**src/rtl/settings_pkg.sv**
```systemverilog
// Shared widths for the moving-average datapath, plus the window decode helpers
// used by the output buffer.
package settings_pkg;

  localparam int DATA_SIZE          = 16;
  localparam int FULL_SIZE          = 24;
  localparam int WINDOW_SIZE        = 6;
  localparam int FIFO_DEPTH_DEFAULT = 16;
  localparam int SHIFT_W            = $clog2(WINDOW_SIZE + 1);

  function automatic logic window_is_onehot(input logic [WINDOW_SIZE:0] window);
    return $onehot(window);
  endfunction

  // A malformed window (zero or several bits set) decodes to a shift of 0.
  function automatic logic [SHIFT_W-1:0] window_to_shift(input logic [WINDOW_SIZE:0] window);
    logic [SHIFT_W-1:0] s;
    s = '0;
    if ($onehot(window)) begin
      for (int i = 0; i <= WINDOW_SIZE; i++) begin
        if (window[i]) s = SHIFT_W'(i);
      end
    end
    return s;
  endfunction

endpackage

```
**src/rtl/moving_average_result_fifo.sv**
```systemverilog
// First-word-fall-through result FIFO: storage, wrap pointers with an extra MSB,
// and an occupancy count. A write to a full FIFO is accepted only if a read pops the same cycle.
module moving_average_result_fifo #(
  parameter int DEPTH = 16,
  parameter int W     = 16
) (
  input  logic                      clk_i,
  input  logic                      reset_i,
  input  logic                      wr_en_i,
  input  logic [W-1:0]              wr_data_i,
  input  logic                      rd_en_i,
  output logic [W-1:0]              rd_data_o,
  output logic                      rd_valid_o,
  output logic [$clog2(DEPTH):0]    fill_level_o,
  output logic                      drop_o
);

  localparam int AW = $clog2(DEPTH);

  logic [W-1:0] mem_q [DEPTH];
  logic [AW:0]  wr_ptr_q, wr_ptr_d;
  logic [AW:0]  rd_ptr_q, rd_ptr_d;
  logic [AW:0]  count_q, count_d;
  logic         empty, full, do_wr, do_rd;

  assign empty = (wr_ptr_q == rd_ptr_q);
  assign full  = (wr_ptr_q[AW] != rd_ptr_q[AW]) && (wr_ptr_q[AW-1:0] == rd_ptr_q[AW-1:0]);

  // Reads are ignored while empty, so the pointers never pass each other.
  assign do_rd  = rd_en_i && !empty;
  assign do_wr  = wr_en_i && (!full || do_rd);
  assign drop_o = wr_en_i && full && !do_rd;

  always_comb begin
    wr_ptr_d = wr_ptr_q + (AW+1)'(do_wr);
    rd_ptr_d = rd_ptr_q + (AW+1)'(do_rd);
    count_d  = count_q + (AW+1)'(do_wr) - (AW+1)'(do_rd);
  end

  always_ff @(posedge clk_i) begin
    if (reset_i) begin
      wr_ptr_q <= '0;
      rd_ptr_q <= '0;
      count_q  <= '0;
    end else begin
      wr_ptr_q <= wr_ptr_d;
      rd_ptr_q <= rd_ptr_d;
      count_q  <= count_d;
    end
  end

  always_ff @(posedge clk_i) begin
    if (do_wr) mem_q[wr_ptr_q[AW-1:0]] <= wr_data_i;
  end

  assign rd_valid_o   = !empty;
  assign rd_data_o    = empty ? '0 : mem_q[rd_ptr_q[AW-1:0]];
  assign fill_level_o = count_q;

endmodule

```
**src/rtl/moving_average_output_buffer.sv**
```systemverilog
// Normalizes accumulated window sums (shift by log2 window, saturate) and buffers them
// in a FWFT FIFO. Define MOVING_AVERAGE_ROUNDING_EN for round-half-up instead of floor.
module moving_average_output_buffer
  import settings_pkg::*;
#(
  parameter int FIFO_DEPTH = FIFO_DEPTH_DEFAULT
) (
  input  logic                          clk,
  input  logic                          reset,
  input  logic signed [FULL_SIZE-1:0]   output_data,
  input  logic                          output_data_valid,
  input  logic [WINDOW_SIZE:0]          window,
  output logic signed [DATA_SIZE-1:0]   norm_data,
  output logic                          norm_valid,
  input  logic                          norm_ready,
  output logic [$clog2(FIFO_DEPTH):0]   fill_level,
  output logic                          overflow,
  output logic                          window_error
);

  localparam logic signed [FULL_SIZE:0] SAT_MAX = (FULL_SIZE+1)'((2 ** (DATA_SIZE - 1)) - 1);
  localparam logic signed [FULL_SIZE:0] SAT_MIN = ~SAT_MAX;

  logic [SHIFT_W-1:0]           shift;
  logic signed [FULL_SIZE:0]    widened, addend, quot_d;
  // One guard bit above FULL_SIZE absorbs the rounding carry on the largest sums.
  logic signed [FULL_SIZE:0]    s1_quot_q;
  logic                         s1_valid_q;
  logic signed [DATA_SIZE-1:0]  sat_data;
  logic                         fifo_drop;
  logic                         overflow_q, overflow_d;
  logic                         window_error_q, window_error_d;

  always_comb begin
    shift   = window_to_shift(window);
    widened = {output_data[FULL_SIZE-1], output_data};
`ifdef MOVING_AVERAGE_ROUNDING_EN
    addend  = (shift != '0) ? ((FULL_SIZE+1)'(1) << (shift - SHIFT_W'(1))) : '0;
`else
    addend  = '0;
`endif
    quot_d  = (widened + addend) >>> shift;
  end

  always_ff @(posedge clk) begin
    if (reset) begin
      s1_valid_q <= 1'b0;
      s1_quot_q  <= '0;
    end else begin
      s1_valid_q <= output_data_valid;
      if (output_data_valid) s1_quot_q <= quot_d;
    end
  end

  always_comb begin
    if (s1_quot_q > SAT_MAX)      sat_data = SAT_MAX[DATA_SIZE-1:0];
    else if (s1_quot_q < SAT_MIN) sat_data = SAT_MIN[DATA_SIZE-1:0];
    else                          sat_data = s1_quot_q[DATA_SIZE-1:0];
  end

  moving_average_result_fifo #(
    .DEPTH (FIFO_DEPTH),
    .W     (DATA_SIZE)
  ) u_fifo (
    .clk_i        (clk),
    .reset_i      (reset),
    .wr_en_i      (s1_valid_q),
    .wr_data_i    (sat_data),
    .rd_en_i      (norm_ready),
    .rd_data_o    (norm_data),
    .rd_valid_o   (norm_valid),
    .fill_level_o (fill_level),
    .drop_o       (fifo_drop)
  );

  always_comb begin
    overflow_d     = overflow_q | fifo_drop;
    window_error_d = window_error_q | (output_data_valid & ~window_is_onehot(window));
  end

  always_ff @(posedge clk) begin
    if (reset) begin
      overflow_q     <= 1'b0;
      window_error_q <= 1'b0;
    end else begin
      overflow_q     <= overflow_d;
      window_error_q <= window_error_d;
    end
  end

  assign overflow     = overflow_q;
  assign window_error = window_error_q;

endmodule
```
**config.mk**
```make
export PLATFORM = sky130hd
export DESIGN_NAME = moving_average_output_buffer
export DESIGN_NICKNAME = d
export VERILOG_FILES = /design/src/rtl/settings_pkg.sv /design/src/rtl/moving_average_result_fifo.sv /design/src/rtl/moving_average_output_buffer.sv
export SDC_FILE = /design/constraint.sdc
export NUM_CORES = 1
export LEC_CHECK = 0
export ABC_CLOCK_PERIOD_IN_PS = 4900
export CORE_MARGIN = 2
export CORE_UTILIZATION = 45
export DETAILED_ROUTE_END_ITERATION = 16
export SLEW_MARGIN = 15
export SYNTH_ARGS = -nofsm -noshare
export SYNTH_HDL_FRONTEND = slang
export SYNTH_SLANG_ARGS = --single-unit
```
**constraint.sdc**
```tcl
create_clock -name clk -period 4.9 [get_ports clk]
set_input_delay 1.225 -clock clk [delete_from_list [all_inputs] [get_ports clk]]
set_output_delay 1.225 -clock clk [all_outputs]
set_load 0.05 [all_outputs]
```
==> results by group <==
Status
  – Status: complete, no violations

Global routing
  – Gr ovfl total: 0
  – Largest net degree at the start of global routing: 30
  – Antenna violations before repair: 0
  – Vias in the first global route: approximately 7,600
  – First-pass GRT wire length: 46.1 mm
  – GRT Resource Usage Total: 21.1%

Routing
  – WL final: a little over 30 mm
  – Post-DR vias/cell: 5.79
  – Wire length on met2: 15.1 mm
  – Remaining DRCs: 0
  – Top layer in use: met4
  – Met3 routed WL: between 1.5 and 2 mm
  – Post-DRT Antenna Nets: 0
  – Via count: around 7,300
  – Met1 WL: roughly 13 mm
  – Avg WL per Cell: 23.9 um
  – Initial drt markers: 762
  – TritonRoute pass-1 iters: 7

Timing
  – Worst-margin pin slew: 1.06 ns
  – Final worst path period share: 97.6%
  – Max-slew violations: 0
  – Finish-stage setup viols: 0
  – Rel. slew slack: ~29%
  – Setup TNS Final: 0 ns
  – Tmin final: 4.78 ns
  – Final worst slack: 0.120 ns
  – Hold WS: 0.451 ns
  – Fmax achieved: 0.209 GHz
  – Hold Violations, Final: 0
  – Worst Skew: 0.0173 ns

Pwr
  – Peak VDD IR: 314 uV
  – Total power: 6.61 mW
  – Static Leakage: 4.98 nW
  – PD cells: around 430 nW/um2

Synth
  – Register area share after synthesis: roughly two thirds
  – Ys async rst share: 0%
  – Synth Flop Type: edfxtp_1
  – Avg Cell Area, Syn: 17.0 um2
  – Net Count, Synth: 798
  – Synth Register Bits: ~300
  – Synth Instances: 749
  – Post-synth EDFFs: roughly 260
  – Cell area after synthesis: 12,700 um2
  – Yosys warns: 0
  – Synth unique cells: roughly 60

Critical path
  – WP data required: 5.35 ns
  – CP Capture Type: flip-flop
  – CP Launch Type: primary input
  – Crit-path max FO: 10
  – CP Data Arrival Time: 5.23 ns
  – Setup CP Type: primary input to flip-flop

Floorplanning
  – Die height: 172 um
  – Rows: 61
  – Initial Util: 45.7%
  – Num ports: 59
  – Die ar.: 29,700 um2
  – Die span in x: 172 um
  – Core box area: 27,900 um2

Placement
  – PortBufs: 58
  – DP Area: 14,200 um2
  – Detail Placement HPWL: ~20 mm
  – Final RePlAce weighted congestion: a little under 0.9
  – Dpl cells: 1,210
  – Place WS: -0.446 ns

Cells and area
  – Area added between synthesis and finish: 19.3%
  – Final instance area: between 15,000 and 20,000 um2
  – Ant diodes: 0
  – Util after Layout: 54.6%
  – Final nets: between 900 and 1,000
  – Final cell count without fillers: 1,267
  – Share of post-route cells with drive strength above 1: between 20% and 30%

Worst hold path
  – Hold Path Class: flip-flop to flip-flop

Clocking
  – Post-CTS Setup Bufs: 0
  – Root buffer cell: clkbuf_16
  – CTS tree: yes
  – Htree depth: 1
  – Clk Latency, worst-skew pair: 0.56 ns
  – Clk slew on worst S/H paths: 0.06 ns
  – Total clock buffers created by CTS: 31
  – Sink Count: 298
  – Max clock buf depth: 3

Job
  – Max Cap Viol: 0
## registers in the layout, indices dropped and copies added, names as in the netlist
signal / flops
u_fifo.rd_ptr_q: 5
s1_quot_q: 24
window_error: 1
u_fifo.fill_level_o: 5
u_fifo.wr_ptr_q: 5
s1_valid_q: 1
overflow: 1
u_fifo.mem_q: 256
## worst paths after layout
| path | startpoint | end | slack (ns) | depth (start not counted) |
|---|---|---|---|---|
| setup reg to reg | u_fifo.rd_ptr_q[1]$_SDFF_PP0_ | u_fifo.mem_q[11][7]$_DFFE_PP_ | 1.63 | 8 |
| setup / recovery | window[1] | s1_quot_q[0]$_SDFFE_PP0P_ | 0.12 | 13 |
| hold reg to reg | s1_quot_q[13]$_SDFFE_PP0P_ | s1_quot_q[13]$_SDFFE_PP0P_ | 0.45 | 2 |
| hold / removal | s1_quot_q[13]$_SDFFE_PP0P_ | s1_quot_q[13]$_SDFFE_PP0P_ | 0.45 | 2 |
## power breakdown
| group | internal, mW | switching, mW | leakage, nW |
|---|---|---|---|
| Clock | 1.31 | 0.945 | 0.482 |
| Combinational | 0.552 | 0.767 | 1.88 |
| Sequential | 2.96 | 0.0658 | 2.62 |
| Total | 4.83 | 1.78 | 4.98 |
## logic make-up after synthesis
group	Yosys count	share of synthesized area (%)
multiplexers	102	15.9
flip-flops	298	66.9
AND/OR/NAND/NOR	146	5.92
AO/OA/AOI/OAI	109	6.29
adder cells (fa/ha/maj)	14	1.67
buffers and inverters	65	2.27
XOR/XNOR	15	1.03
## layer usage
layer  vias to the layer above  GRT usage, %
met5                         -             0
met4                         0          5.26
met3                        46          2.49
met2                       290          36.3
met1                      3760          28.9
li1                       3243             -
## synth_stat cells (5+ instances only)
cell type  instances  share of area (%)
nor2b_1           24                1.2
o21ai_0            8               0.31
a22oi_1            5               0.29
xnor2_1            9               0.62
buf_1              6               0.18
edfxtp_1         256                 60
xor2_1             6               0.41
a21oi_1           25               0.98
clkbuf_1          13               0.38
a21o_1            18                1.1
a31oi_1            5               0.25
inv_1             22               0.65
mux4_2            80                 14
buf_2             20               0.79
nand3_1           16               0.63
a32oi_1            6               0.41
a32o_1             5               0.39
mux2i_1           20                1.6
nor2_1            35                1.0
a222oi_1           5               0.39
dfxtp_1           42                6.6
ha_1               9               0.88
nor3_1             8               0.31
nand2_1           31               0.91
a22o_1             9               0.62
fa_1               5               0.79
## critical path, cell delays in order
cell	delay, ns
clkdlybuf4s50_1	0.48
inv_1	0.08
fa_1	0.54
fa_1	0.43
fa_1	0.37
inv_1	0.08
fa_1	0.44
or3_4	0.46
nor2_8	0.24
buf_4	0.19
mux2i_2	0.27
a32oi_1	0.11
a32o_1	0.31
## cells in the final DEF, fill, tap and decap left out, types with 5 or more instances in the layout
cell / Yosys / final
edfxtp_1: 256 / 256
mux4_2: 80 / 80
buf_4: 1 / 63
clkdlybuf4s50_1: 0 / 58
dfxtp_1: 42 / 40
nand2_1: 31 / 31
clkbuf_16: 0 / 31
nor2_1: 35 / 30
a21oi_1: 25 / 24
nor2b_1: 24 / 23
inv_1: 22 / 22
a21o_1: 18 / 18
mux2i_1: 20 / 18
nand3_1: 16 / 16
clkinv_1: 0 / 12
xnor2_1: 9 / 9
a22o_1: 9 / 9
ha_1: 9 / 9
o21ai_0: 8 / 8
nor3_2: 2 / 6
nor2_2: 1 / 6
a32oi_1: 6 / 6
xor2_1: 6 / 6
a222oi_1: 5 / 5
a32o_1: 5 / 5
a31oi_1: 5 / 5
a22oi_1: 5 / 5
fa_1: 5 / 5
buf_12: 0 / 5
## timing repair
| action | CTS | global route |
|---|---|---|
| setup endpoints to repair | 0 | 3 |
| hold buffers | 0 | 0 |
| resized for setup | 0 | 2 |
## cell type report
class                   instances  area [um2]
repair buffers                126        1150
well taps                     378         473
clock buffers                  35         791
inverters                      22        82.6
fillers                      2226       12700
multi-input cells             386        3970
flip-flops and latches        298        8530
clock inverters                22         193
(Power assumes the default switching activity.)
